**config.mk**
```make
export PLATFORM = sky130hd
export DESIGN_NAME = mic_adc_reader
export DESIGN_NICKNAME = d
export VERILOG_FILES = /design/src/rtl/mic_adc_reader.sv
export SDC_FILE = /design/constraint.sdc
export NUM_CORES = 1
export LEC_CHECK = 0
export ABC_CLOCK_PERIOD_IN_PS = 3700
export BUFFER_PORTS_ARGS = -buffer_cell sky130_fd_sc_hd__buf_2
export CORE_UTILIZATION = 50
export DETAILED_ROUTE_END_ITERATION = 12
export PLACE_DENSITY_LB_ADDON = 0.05
export SLEW_MARGIN = 20
export SYNTH_ARGS = -nofsm -noshare
export SYNTH_HDL_FRONTEND = slang
export SYNTH_SLANG_ARGS = --single-unit
```
**constraint.sdc**
```tcl
create_clock -name clk -period 3.7 [get_ports clk]
set_clock_uncertainty 0.15 [all_clocks]
set_input_delay 0.555 -clock clk [delete_from_list [all_inputs] [get_ports clk]]
set_output_delay 0.555 -clock clk [all_outputs]
set_load 0.01 [all_outputs]
```
**src/rtl/mic_adc_reader.sv**
```systemverilog
// SPI master for a 12-bit ADCS7476-style microphone ADC.
// Periodic 16-SCLK frames, MSB first, registered sample with valid strobe.
module mic_adc_reader #(
    parameter int HALF_DIV      = 4,
    parameter int SAMPLE_PERIOD = 2500,
    parameter int FRAME_BITS    = 16,
    parameter int DATA_BITS     = 12
) (
    input  logic                 clk,
    input  logic                 reset_n,
    input  logic                 enable,
    input  logic                 miso,
    output logic                 sclk,
    output logic                 cs_n,
    output logic [DATA_BITS-1:0] mic,
    output logic                 mic_valid,
    output logic                 frame_err
);
    localparam int PW = (SAMPLE_PERIOD > 1) ? $clog2(SAMPLE_PERIOD) : 1;
    localparam int DW = $clog2(HALF_DIV + 1);
    localparam int BW = $clog2(FRAME_BITS + 1);
    localparam logic [PW-1:0] PER_LAST = PW'(SAMPLE_PERIOD - 1);
    localparam logic [DW-1:0] DIV_LAST = DW'(HALF_DIV - 1);
    localparam logic [BW-1:0] BIT_ALL  = BW'(FRAME_BITS);

    typedef enum logic [1:0] {IDLE, SETUP, SHIFT, DONE} state_t;

    state_t                state_q, state_d;
    logic [PW-1:0]         per_q, per_d;
    logic [DW-1:0]         div_q, div_d;
    logic [BW-1:0]         bit_q, bit_d;
    logic [FRAME_BITS-1:0] sh_q, sh_d;
    logic [DATA_BITS-1:0]  mic_q, mic_d;
    logic                  sclk_q, sclk_d;
    logic                  cs_n_q, cs_n_d;
    logic                  vld_q, vld_d;
    logic                  err_q, err_d;
    logic                  start;
    logic                  div_end;

    assign start   = enable && (per_q == '0);
    assign div_end = (div_q == DIV_LAST);

    always_comb begin
        per_d = '0;
        if (enable) begin
            per_d = (per_q == PER_LAST) ? '0 : per_q + 1'b1;
        end
    end

    always_comb begin
        state_d = state_q;
        div_d   = div_q;
        bit_d   = bit_q;
        sh_d    = sh_q;
        mic_d   = mic_q;
        sclk_d  = sclk_q;
        cs_n_d  = cs_n_q;
        vld_d   = 1'b0;
        err_d   = err_q;
        unique case (state_q)
            IDLE: begin
                sclk_d = 1'b1;
                cs_n_d = 1'b1;
                if (start) begin
                    state_d = SETUP;
                    cs_n_d  = 1'b0;
                    div_d   = '0;
                    bit_d   = '0;
                end
            end
            SETUP: begin
                div_d = div_q + 1'b1;
                if (div_end) begin
                    state_d = SHIFT;
                    sclk_d  = 1'b0;
                    div_d   = '0;
                end
            end
            SHIFT: begin
                div_d = div_q + 1'b1;
                if (div_end) begin
                    div_d = '0;
                    if (!sclk_q) begin
                        // ADC data is stable before our rising edge
                        sclk_d = 1'b1;
                        sh_d   = {sh_q[FRAME_BITS-2:0], miso};
                        bit_d  = bit_q + 1'b1;
                    end else if (bit_q == BIT_ALL) begin
                        state_d = DONE;
                        cs_n_d  = 1'b1;
                        vld_d   = 1'b1;
                        mic_d   = sh_q[DATA_BITS-1:0];
                        err_d   = |sh_q[FRAME_BITS-1:DATA_BITS];
                    end else begin
                        sclk_d = 1'b0;
                    end
                end
            end
            DONE: begin
                state_d = IDLE;
            end
            default: begin
                state_d = IDLE;
            end
        endcase
    end

    always_ff @(posedge clk or negedge reset_n) begin
        if (!reset_n) begin
            state_q <= IDLE;
            per_q   <= '0;
            div_q   <= '0;
            bit_q   <= '0;
            sh_q    <= '0;
            mic_q   <= '0;
            sclk_q  <= 1'b1;
            cs_n_q  <= 1'b1;
            vld_q   <= 1'b0;
            err_q   <= 1'b0;
        end else begin
            state_q <= state_d;
            per_q   <= per_d;
            div_q   <= div_d;
            bit_q   <= bit_d;
            sh_q    <= sh_d;
            mic_q   <= mic_d;
            sclk_q  <= sclk_d;
            cs_n_q  <= cs_n_d;
            vld_q   <= vld_d;
            err_q   <= err_d;
        end
    end

    assign sclk      = sclk_q;
    assign cs_n      = cs_n_q;
    assign mic       = mic_q;
    assign mic_valid = vld_q;
    assign frame_err = err_q;
endmodule
```
# Yosys cells after proc, flatten, opt, wreduce, memory -nomap -nowiden
# Cells that the tools add are included.
[word_totals]
mem_count = 0
ram_bits = 0
mem_bits_ro = 0
ff_bits = 54
word_cells = 69
latchBits = 0
input_bits = 4
output_inout_bits = 16
[op_classes]
shifts = 0
multipliers = 0
eq_ne = 12
n_div = 0
muxes = 28
addsub = 3
n_bitwise = 1
magnitude_cmp = 0
reduce_logical = 15
[op_table]
columns = ["cell", "count"]
rows = [
  ["$mux W12", 2],
  ["$mux W5", 3],
  ["$add A12 B1 Y12 const B", 1],
  ["$eq A12 B12 Y1 const B", 1],
  ["$logic_not A12 Y1", 1],
  ["$ne A2 B2 Y1 const B", 6],
  ["$reduce_and A4 Y1", 3],
  ["$mux W1", 11],
  ["$mux W2", 5],
  ["$pmux W5 S2", 1],
  ["$pmux W2 S4", 1],
  ["$mux W3", 2],
  ["$pmux W3 S2", 1],
  ["$reduce_and A3 Y1", 2],
  ["$add A5 B1 Y5 const B", 1],
  ["$eq A5 B5 Y1 const B", 1],
  ["$reduce_and A5 Y1", 1],
  ["$eq A2 B2 Y1 const B", 2],
  ["$reduce_bool A2 Y1", 2],
  ["$reduce_or A4 Y1", 1],
  ["$add A3 B1 Y3 const B", 1],
  ["$eq A3 B2 Y1 const B", 1],
  ["$pmux W1 S3", 1],
  ["$reduce_bool A3 Y1", 1],
  ["other kinds (7)", 7],
]

# Depth between registers and ports, before layout
# Gate-level depths: netlist (run 1).
[depth]
word_depth = 5
depth_mapped = 9
depth_no_buf = 6

# Worst setup path after synthesis (run 1)
# No wires, ideal clock.
[synth_timing]
path_type = "reg2reg"
startpoint = "reg state_q[0]"
endpoint = "reg sh_q[0]"
synth_period_minus_slack_ns = 2.260
required_ns = 3.425
path_slack_ns = 1.440
stages_incl_launch_ff = 8
n_path_buf = 3
setup_time_ns = 0.125
arrival_ns = 1.985
path_cell_list = "dfrtp_1 -> inv_1 -> ha_1 -> clkbuf_1 -> nor4bb_1 -> clkbuf_1 -> clkbuf_1 -> mux2_2"
[synth_via]
elab_chain_cells = 2
[synth_lines]
columns = ["element", "line_no", "rtl"]
rows = [
  ["start, declared", "28", "state_t state_q, state_d;"],
  ["start signal, assigned", "122", "state_q <= state_d;"],
  ["$eq A2 B2 Y1", "61", "unique case (state_q)"],
  ["$reduce_and A3 Y1 (no line)", "-", ""],
  ["end signal, assigned", "115", "sh_q <= '0;"],
  ["end signal, assigned", "126", "sh_q <= sh_d;"],
  ["end, declared", "32", "logic [FRAME_BITS-1:0] sh_q, sh_d;"],
]
# Every way passes these cells.
# A chain may end at the register's enable or synchronous reset.

# Worst setup path in the final report (run 1)
[layout_timing]
startpoint = "reg sclk_q, in the netlist sclk"
endpoint = "reg mic_q[6], in the netlist mic[6]"
[layout_via]
elab_chain_cells = 1
[layout_lines]
columns = ["element", "line_no", "rtl"]
rows = [
  ["start, declared", "34", "logic sclk_q, sclk_d;"],
  ["start signal, assigned", "128", "sclk_q <= sclk_d;"],
  ["$reduce_and A4 Y1 (no line)", "-", ""],
  ["end signal, assigned", "127", "mic_q <= mic_d;"],
  ["end, declared", "33", "logic [DATA_BITS-1:0] mic_q, mic_d;"],
]
# Every way passes these cells.

==> results of run 1 <==
per-stage QoR:
step / worst slack (ns) / hold slack (ns) / utilization, % / total power [uW] / cells
after global placement: 1.18 / 0.326 / 55.8 / 643 / 290
final: 1.10 / 0.215 / 58.0 / 1010 / 298
after CTS: 1.05 / 0.242 / 58.0 / 1030 / 298
after detailed placement: 1.06 / 0.330 / 55.8 / 645 / 290
after global routing: 0.869 / 0.266 / 58.0 / 1050 / 298
after floorplan: 1.44 / 0.109 / - / 625 / 209
metal layers:
layer | vias to the layer above | part of all wire, % | track usage (%) | wire [um]
met2 | 13 | 50 | 31.0 | 2120
met1 | 798 | 47 | 22.8 | 2000
met3 | 5 | 2.2 | 4.17 | 92
met4 | 0 | 1.1 | 5.88 | 46
met5 | - | 0 | 0 | 0
li1 | 777 | - | - | -
critical path: stages (launching register included):
cell	delay (ns)
dfstp_2	0.59
nor4bb_1	0.47
nand4_1	0.74
mux2_2	0.54
cell families after synthesis:
logic type                 synth area share (%)
DFF                                        54.8
and+or+nand+nor                            12.3
xor gates and xnor gates                   3.19
adders and majority gates                  5.06
AOI/OAI and AO/OA                          7.44
muxes                                      14.0
buffers and inverters                      3.19
cells in the final DEF (no fill, tap or decap), drive strengths merged, types with 4 or more instances in the layout:
master	instances
xnor2	4
mux2	29
clkbuf	7
nor2	16
nand2	8
buf	22
inv	11
ha	10
a21oi	6
dfrtp	52
o21ai	11
xor2	5
nand4	8
nand3	8
power by group through the flow:
stage,clock (uW),sequential (uW),combinational (uW)
2_1_floorplan,0,611,13.8
3_3_place_gp,0,612,30.5
3_5_place_dp,0,613,31.8
4_1_cts,394,601,32.0
5_1_grt,415,603,36.0
6_report,380,601,30.7
cell type report:
type	count	share of cell area (%)
Multi-Input combinational cell	136	38.2
Tap cell	67	3.04
Sequential cell	54	49.1
Clock buffer	7	2.77
Timing Repair Buffer	22	4.26
Inverter	11	1.50
Clock inverter	1	1.09
worst min-delay path by stage:
stage	depth (start not counted)	to	slack (ns)	from
3_5_place_dp	2	cs_n	0.33	cs_n
6_report	1	mic[3]	0.22	reset_n
3_3_place_gp	1	div_q[0]	0.33	div_q[0]
4_1_cts	1	mic[3]	0.24	reset_n
2_1_floorplan	0	bit_q[0]	0.11	reset_n
5_1_grt	1	mic[3]	0.27	reset_n
cell usage after synthesis (2+ instances only):
cell type,n,area [um2]
or2_2,2,12.5
nor3_1,3,15.0
xnor2_1,4,35.0
dfstp_2,2,52.6
nand4_1,8,50.1
nor4bb_1,2,20.0
mux2i_1,2,20.0
inv_1,11,41.3
dfrtp_1,52,1300
nor2_1,16,60.1
clkbuf_1,7,26.3
ha_1,10,125
o31ai_1,3,22.5
xor2_1,5,43.8
or3_1,2,12.5
nand2_1,8,30.0
mux2_2,29,327
o21ai_0,11,55.1
a21oi_1,6,30.0
nand3_1,8,40.0
registers in the layout (all words and copies together), names as in the netlist:
register and count:
cs_n 1, mic_valid 1, sh_q 16, per_q 12
mic 12, sclk 1, div_q 3, state_q 2
frame_err 1, bit_q 5
==> metrics, run 1 <==
Initial Util=52.0%; Sw Ratio=20.1%; Psw=203 uW; DRT iter0 DRCs=46; sequential share of the synthesized area=54.8%; Final Max Tran Viols=0; CP endpoint kind=flip-flop; logic gate share of total power=roughly 3%; Setup CP Type=flip-flop to flip-flop; CTS sink cnt=54; Layout area overhead=11.5%; Worst EP required=around 3.7 ns; Placed Area=2650 um2; Die Y=approximately 72 um; Worst Path Arrival=2.64 ns; outcome=finished, final reports clean; Syn Inst Count=209; largest net degree at the start of global routing=43; Final Hold Viols=0; vias in the first global route=1596; Crit Path Max Fanout=16; Num CTS Buffers=5; clock network power share=37.5%; Avg Cell Area, Syn=11.8 um2; worst relative slew slack=41.5%; row cnt=25; RSZ-0062 raised after global routing=false; Critical Path Start=sclk; fmax=roughly 380 MHz; Reg clk slew, reported paths=0.09 ns; FFs w/ async S/R, synth=100%; sequential cell area=1350 um2; hold crit path type=primary input to async pin; Flop pwr share=59.4%; io pins=20; internal power=809 uW; CTS tree=yes; P_leak=~0.0013 uW; most frequently used flop master after synthesis=dfrtp_1; post-synth design cell area=2470 um2; Post-CTS Setup Bufs=0; fin crit share=70.3%; Filler Cells Inserted=about 430; Final ANT Viol Nets=0; R2R Setup Slk=1.10 ns; Final min period=2.60 ns; die area=between 5000 and 6000 um2; CTS resizes=0; Mapped Nets=223; CTS Root Cell=clkbuf_8; share of layout cells above drive strength 1=28.1%; Reg2Reg Depth=3; area of the multi-input gates=about 1100 um2; DIE WIDTH=between 70 and 80 um; # diodes=0; wire per inst=14.3 um; Worst setup SP type=flip-flop; Pre-antenna DRT Iters=4; pwr dens=367 nW/um2; Post-synth EDFFs=0; port buffer count=19; via count=between 1500 and 2000; Synth cell types=38; Final Setup Violations=0; maximum clock insertion buffer count=2; DRT Wirelength=4.26 mm; Total Routing Usage GR=between 10% and 20%; placeable core area=4750 um2; GP Congestion=about 0.80; Slew @ Worst Pin=0.878 ns; synth warn=0; first-pass GRT wire length=approximately 7.3 mm; net total in the final layout=244; Worst R2R End=mic[6]; Worst Setup EP=mic[6]; Final Cell Area=2760 um2; Clk Latency, worst-skew pair=0.30 ns; DRC Markers=0; total negative setup slack=0 ns; initial antenna violation count=0; #FFs+latches synth=54; HPWL after detailed placement=roughly 3.1 mm; Max Cap Viol=0; via density per instance=5.35; Hold Buf Count CTS=0; CTS H-tree lvls=2; VDD IR max=approximately 0.00022 V; Reg-to-Reg Start=sclk; total congestion overflow=0
No activity file was read; power rests on OpenSTA's default activity.
==> run 2, diff against run 1 <==
--- a/config.mk
+++ b/config.mk
@@ -5,7 +5,8 @@
 export SDC_FILE = /design/constraint.sdc
 export NUM_CORES = 1
 export LEC_CHECK = 0
-export ABC_CLOCK_PERIOD_IN_PS = 3700
+export ABC_AREA = 1
+export ABC_CLOCK_PERIOD_IN_PS = 2500
 export BUFFER_PORTS_ARGS = -buffer_cell sky130_fd_sc_hd__buf_2
 export CORE_UTILIZATION = 50
 export DETAILED_ROUTE_END_ITERATION = 12
==> constraint.sdc (replaced) <==
create_clock -name clk -period 2.5 [get_ports clk]
set_clock_uncertainty 0.15 [all_clocks]
set_input_delay 0.375 -clock clk [delete_from_list [all_inputs] [get_ports clk]]
set_output_delay 0.375 -clock clk [all_outputs]
set_load 0.01 [all_outputs]
==> run 2 against run 1 <==
Effect of this change: maximum frequency is 35% higher; die area grew 3.0%; via count grew 16%; clock power increased by 25%; power up 100%; global-route usage grew 0.68 points; setup slack worse by 0.52 ns; sequential cell count is the same; critical path type unchanged.
==> metrics, run 2 <==
outcome=finished, final reports clean (unchanged); CTS Root Cell=clkbuf_8 (unchanged); Synth area leader=dfrtp_1 (unchanged); port buffer count=19 (unchanged); GP Congestion=0.816 (was 0.795); largest net degree at the start of global routing=43 (unchanged); CTS H-tree lvls=2 (unchanged); Worst Path Arrival=1.96 ns (was 2.64 ns); Setup Slack @ Placement=0.582 ns (was 1.06 ns); worst relative slew slack=68.3% (was 41.5%); # diodes=0 (unchanged); Final min period=1.93 ns (was 2.60 ns); Syn Inst Count=290 (was 209); VDD IR max=0.000384 V (was 0.000220 V); Filler Cells Inserted=468 (was 427); Avg Cell Area, Syn=8.79 um2 (was 11.8 um2); synth warn=0 (unchanged); worst path bufs/invs=3 (was 0); #FFs+latches synth=54 (unchanged); Final ANT Viol Nets=0 (unchanged); DIE WIDTH=73.4 um (was 72.3 um); worst path cell trace=inv_1 > ha_1 > inv_2 > nor2_4 > nand2_1 > buf_4 > nor2_1 > a21oi_1 (was nor4bb_1 > nand4_1 > mux2_2); cell family with most CP delay=buffers and inverters (was simple AND/OR/NAND/NOR gates); net total in the final layout=327 (was 244); P_leak=0.00139 uW (was 0.00133 uW); number of flip-flops in the largest register=16 (unchanged); total power=2050 uW (was 1010 uW); Initial Util=52.9% (was 52.0%); Layout Cells excl Fill=381 (was 298); CTS resizes=0 (unchanged); Final Setup Violations=0 (unchanged); CP endpoint kind=flip-flop (unchanged); Pre-antenna DRT Iters=4 (unchanged); most flop-heavy register=sh_q (unchanged); sequential share of the synthesized area=53.1% (was 54.8%); Top Layer Used=met4 (unchanged); Area contributors post-synth=dfrtp_1 (51%), nand2_1 (10%), inv_1 (5.3%) (was dfrtp_1 (53%), mux2_2 (13%), ha_1 (5.1%)); count leader, synth=nand2_1 (was dfrtp_1); Worst setup SP type=flip-flop (unchanged); Setup CP Type=flip-flop to flip-flop (unchanged); fmax=519 MHz (was 384 MHz); Layout area overhead=10.1% (was 11.5%); die area=5390 um2 (was 5230 um2); Crit Path Max Fanout=26 (was 16); CP max stage delay=0.43 ns (was 0.74 ns); DRT Wirelength=4.40 mm (was 4.26 mm); DRT iter0 DRCs=42 (was 46); via density per instance=4.83 (was 5.35); critical path's slowest cell=dfrtp_1 (was nand4_1); total congestion overflow=0 (unchanged); Num CTS Buffers=5 (unchanged); RSZ-0062 raised after global routing=false (unchanged); fin crit share=77.0% (was 70.3%); HPWL after detailed placement=3.19 mm (was 3.09 mm); Mapped Nets=304 (was 223); placeable core area=4820 um2 (was 4750 um2); row cnt=25 (unchanged); Hold Buf Count CTS=1 (was 0); Slew @ Worst Pin=0.473 ns (was 0.878 ns); share of layout cells above drive strength 1=13.7% (was 28.1%); post-synth design cell area=2550 um2 (was 2470 um2); initial antenna violation count=0 (unchanged); pwr dens=729 nW/um2 (was 367 nW/um2); Post-synth EDFFs=0 (unchanged); CTS sink cnt=54 (unchanged); Final Max Tran Viols=0 (unchanged); Worst EP required=2.54 ns (was 3.74 ns); CTS tree=yes (unchanged); FFs w/ async S/R, synth=100% (unchanged); total negative setup slack=0 ns (unchanged); io pins=20 (unchanged); synth cell count leaders=nand2_1 (69), dfrtp_1 (52), inv_1 (36), nor2_1 (28), o21ai_0 (22) (was dfrtp_1 (52), mux2_2 (29), nor2_1 (16), inv_1 (11), o21ai_0 (11)); Die Y=73.4 um (was 72.3 um); Yosys top cell area share=51.1% (was 52.6%); total placed cells including tap cells=372 (was 290); final core occ=58.2% (was 58.0%); Clk Latency, worst-skew pair=0.30 ns (about the same); wl on met1=2.29 mm (was 2.00 mm); Reg clk slew, reported paths=0.10 ns (was 0.09 ns); Post-CTS Setup Bufs=0 (unchanged); vias in the first global route=1749 (was 1596); maximum clock insertion buffer count=2 (unchanged); most frequent cells in the layout=nand2_1 (69), dfrtp_1 (52), inv_1 (36) (was dfrtp_1 (52), mux2_2 (29), buf_2 (19)); met3 wire length=104 um (was 92 um); metal2 WL=1.97 mm (was 2.12 mm); most frequently used flop master after synthesis=dfrtp_1 (unchanged); Final Hold Viols=0 (unchanged); Max Cap Viol=0 (unchanged); Total Routing Usage GR=18.8% (was 18.2%); hold crit path type=primary input to flip-flop (was primary input to async pin); final worst slack=0.574 ns (was 1.10 ns); DRC Markers=0 (unchanged); first-pass GRT wire length=7.77 mm (was 7.27 mm); via count=1840 (was 1593); Synth cell types=30 (was 38); wire per inst=11.5 um (was 14.3 um); leading cell type in the layout, fill and taps excluded=nand2_1 (was dfrtp_1)
==> run 2: layout make-up <==
cell class / count / area (um2) / area share [%]
sequential: 54 / 1350 / 48.3
multi-input combinational: 192 / 1000 / 35.7
inverter: 38 / 143 / 5.08
timing repair buffer: 22 / 133 / 4.73
tap: 67 / 83.8 / 2.99
clock buffer: 5 / 68.8 / 2.45
clock inverter: 3 / 21.3 / 0.758
==> run 2: worst register-to-register path, delay by kind of cell, from the launching register on <==
family	cells	cell delay [ns]
AND/OR/NAND/NOR	3	0.42
adder cells (fa/ha/maj)	1	0.30
buffers and inverters	3	0.48
AO/OA/AOI/OAI	1	0.05
flip-flops	1	0.43
==> run 2: path summary, 6_finish.rpt <==
kind / cells past startpoint / slack [ns] / startpoint / end
worst max-delay path: 8 / 0.57 / state_q[0] / sh_q[0]
worst min-delay path: 3 / 0.19 / miso / sh_q[0]
worst max register to register: 8 / 0.57 / state_q[0] / sh_q[0]
worst min register to register: 1 / 0.31 / per_q[0] / per_q[0]
max in group asynchronous: 3 / 1.35 / reset_n / sh_q[14]
min in group asynchronous: 2 / 0.34 / reset_n / per_q[3]
==> run 2: metrics by stage <==
step	hold WS, ns	instance area [um2]
final	0.188	2810
after global routing	0.224	2810
after CTS	0.190	2810
after detailed placement	0.141	2710
after global placement	0.139	2710
after floorplan	-0.0706	2550
==> run 2: power breakdown <==
part | internal, uW | leakage, uW | total (uW) | switching, uW
Sequential | 957 | 0.000736 | 1020 | 63.2
Clock | 197 | 0.0000441 | 476 | 279
Combinational | 190 | 0.000606 | 549 | 359
Total | 1340 | 0.00139 | 2050 | 701
==> run 2: cell families (layout without fill, tap and decap cells) <==
group	count (synthesis)	after routing	synth area share, %
compound gates	39	39	7.86
xor+xnor	5	5	1.72
fa+ha+maj	10	10	4.91
buf+inv	44	68	7.56
flops	54	54	53.1
mux	3	3	1.77
simple gates	135	135	23.1
==> run 2: layer usage <==
metal | global-route usage (%) | vias to the layer above
li1 | - | 972
met1 | 26.5 | 848
met2 | 29.7 | 18
met3 | 4.25 | 2
met4 | 4.49 | 0
met5 | 0 | -
==> run 3, diff against run 2 <==
--- a/config.mk
+++ b/config.mk
@@ -6,7 +6,7 @@
 export NUM_CORES = 1
 export LEC_CHECK = 0
 export ABC_AREA = 1
-export ABC_CLOCK_PERIOD_IN_PS = 2500
+export ABC_CLOCK_PERIOD_IN_PS = 1830
 export BUFFER_PORTS_ARGS = -buffer_cell sky130_fd_sc_hd__buf_2
 export CORE_UTILIZATION = 50
 export DETAILED_ROUTE_END_ITERATION = 12
==> constraint.sdc (replaced) <==
create_clock -name clk -period 1.83 [get_ports clk]
set_clock_uncertainty 0.15 [all_clocks]
set_input_delay 0.2745 -clock clk [delete_from_list [all_inputs] [get_ports clk]]
set_output_delay 0.2745 -clock clk [all_outputs]
set_load 0.01 [all_outputs]
==> run 3 against run 2 <==
Effect of this change: count of clock-buffer cells in the layout up 1; sequential power up 36%; register-to-register slack worse by 0.43 ns; setup slack lost 0.43 ns; worst hold slack worse by 0.12 ns; global-route usage decreased by 0.16 points; critical path depth did not move; largest cell class unchanged; maximum frequency is 14% higher; power up 41%; non-clock buffer count up 11; final cell count rose by 2.9%; critical endpoint is now mic[7].
==> metrics, run 3 (synthesized netlist as in run 2, its figures left out) <==
placeable core area=4820 um2 (unchanged); Clk Latency, worst-skew pair=0.30 ns (about the same); Filler Cells Inserted=446 (was 468); Worst R2R End=mic[7] (was sh_q[0]); cell family with most CP delay=simple AND/OR/NAND/NOR gates (was buffers and inverters); Final Max Tran Viols=0 (unchanged); die area=5390 um2 (unchanged); DRT iter0 DRCs=63 (was 42); RSZ-0062 raised after global routing=false (unchanged); Reg clk slew, reported paths=0.10 ns (about the same); largest net degree at the start of global routing=28 (was 43); outcome=finished, final reports clean (unchanged); CTS H-tree lvls=2 (unchanged); Setup CP Type=flip-flop to flip-flop (unchanged); first-pass GRT wire length=7.62 mm (was 7.77 mm); most frequent cells in the layout=nand2_1 (69), dfrtp_1 (52), inv_1 (36) (unchanged); net total in the final layout=338 (was 327); number of flip-flops in the largest register=16 (unchanged); total power=2880 uW (was 2050 uW); final worst slack=0.140 ns (was 0.574 ns); R2R Setup Slk=0.14 ns (was 0.57 ns); wire per inst=11.1 um (was 11.5 um); CTS Root Cell=clkbuf_8 (unchanged); DRC Markers=0 (unchanged); WHS Endpoint=sh_q[0] (unchanged); worst relative slew slack=72.4% (was 68.3%); port buffer count=19 (unchanged); met2 GRT Util=29.0% (was 29.7%); most flop-heavy register=sh_q (unchanged); DRT Wirelength=4.34 mm (was 4.40 mm); met3 Use GR=4.12% (was 4.25%); Final Cell Area=2900 um2 (was 2810 um2); Reg-to-Reg Start=bit_q[0] (was state_q[0]); via density per instance=4.71 (was 4.83); pwr dens=994 nW/um2 (was 729 nW/um2); initial antenna violation count=0 (unchanged); maximum clock insertion buffer count=2 (unchanged); row cnt=25 (unchanged); Worst Path Arrival=1.74 ns (was 1.96 ns); worst hold path depth=3 (unchanged); Pre-antenna DRT Iters=5 (was 4); CTS tree=yes (unchanged); VDD IR max=0.000634 V (was 0.000384 V); leading cell type in the layout, fill and taps excluded=nand2_1 (unchanged); Layout area overhead=13.8% (was 10.1%); DIE WIDTH=73.4 um (unchanged); # diodes=0 (unchanged); worst path cell trace=inv_1 > ha_1 > nand2_1 > nor3_1 > nand2_2 > buf_12 > nand2_1 > o21ai_0 (was inv_1 > ha_1 > inv_2 > nor2_4 > nand2_1 > buf_4 > nor2_1 > a21oi_1); Initial Util=52.9% (unchanged); Final Hold Viols=0 (unchanged); area of the multi-input gates=1000 um2 (unchanged); HPWL after detailed placement=3.28 mm (was 3.19 mm); Setup Slack @ Placement=0.116 ns (was 0.582 ns); GP Congestion=0.799 (was 0.816); Final ANT Viol Nets=0 (unchanged); CP endpoint kind=flip-flop (unchanged); Max Cap Viol=0 (unchanged); Num CTS Buffers=5 (unchanged); startpoint of the lowest-slack hold path=miso (unchanged); Die Y=73.4 um (unchanged); CP most frequent cell=nand2_1; P_leak=0.00145 uW (was 0.00139 uW); io pins=20 (unchanged); Reg2Reg Depth=8 (unchanged); Worst setup SP type=flip-flop (unchanged); critical path's slowest cell=dfrtp_1 (unchanged); total negative setup slack=0 ns (unchanged); hold crit path type=primary input to flip-flop (unchanged); worst path bufs/invs=2 (was 3); Total Routing Usage GR=18.7% (was 18.8%); GRT met1 Usage=25.4% (was 26.5%); CP max stage delay=0.42 ns (was 0.43 ns); Placed Area=2790 um2 (was 2710 um2); fmax=592 MHz (was 519 MHz); sequential cell area=1350 um2 (unchanged); Critical Path Start=bit_q[0] (was state_q[0]); Final Setup Violations=0 (unchanged); Worst EP required=1.88 ns (was 2.54 ns); share of layout cells above drive strength 1=16.3% (was 13.7%); vias in the first global route=1709 (was 1749); Slew @ Worst Pin=0.415 ns (was 0.473 ns); fin crit share=92.4% (was 77.0%); total congestion overflow=0 (unchanged); Final min period=1.69 ns (was 1.93 ns); GRT busiest layer=met2 (unchanged); Crit Path Max Fanout=27 (was 26); via count=1846 (was 1840); CTS sink cnt=54 (unchanged)
## run 3: changes by cell type in the layout (fill, tap and decap cells not counted)
| cell | change |
|---|---|
| buf_12 | +1 |
| clkbuf_1 | +1 |
| buf_6 | +1 |
| inv_6 | +1 |
| clkinvlp_4 | -1 |
| buf_4 | +9 |
| clkinv_4 | -1 |
## run 3: worst max path at each step
stage | depth (start not counted) | endpoint | slack [ns]
2_1_floorplan | 7 | sh_q[13] | 0.12
3_3_place_gp | 8 | mic[6] | 0.14
3_5_place_dp | 8 | sh_q[0] | 0.12
4_1_cts | 8 | sh_q[0] | 0.1
5_1_grt | 8 | sh_q[11] | 0.002
6_report | 8 | mic[7] | 0.14
## run 3: report_power, final
part	internal (uW)	leakage, uW	total (uW)	switching [uW]
registers	1310	0.000736	1390	78.3
clock network	273	0.0000456	648	375
logic	346	0.000667	850	504
total	1930	0.00145	2880	957
## run 3: worst reg2reg max path, stage by stage, from the launching register on
cell	delay, ns
dfrtp_1	0.42
inv_1	0.09
ha_1	0.15
nand2_1	0.07
nor3_1	0.25
nand2_2	0.14
buf_12	0.17
nand2_1	0.08
o21ai_0	0.07
## run 3: per-stage QoR
stage / std cells / hold slack [ns] / util [%]
floorplan: 290 / -0.171 / -
global placement: 382 / 0.0843 / 58.0
detailed placement: 382 / 0.0775 / 58.0
CTS: 391 / 0.0609 / 60.0
global route: 392 / 0.102 / 60.2
finish: 392 / 0.0705 / 60.2
## run 3: area by class of cell
cell class	count	share of cell area (%)
clock buffer	6	2.50
clock inverter	2	0.475
inverter	38	4.92
multi-input combinational	192	34.6
sequential	54	46.7
tap	67	2.89
timing repair buffer	33	7.98
## run 3: what timing repair did
action | CTS | global route
endpoints found under the setup margin | 0 | 13
hold endpoints to repair | 14 | 0
resized for setup | 0 | 1
buffers inserted | 0 | 1
hold buffers | 1 | 0
## run 3: per-layer routing
layer / up-vias / share of wire (%)
li1: 984 / -
met1: 835 / 51
met3: 7 / 2.2
met2: 20 / 45
met4: 0 / 1.9
met5: - / 0
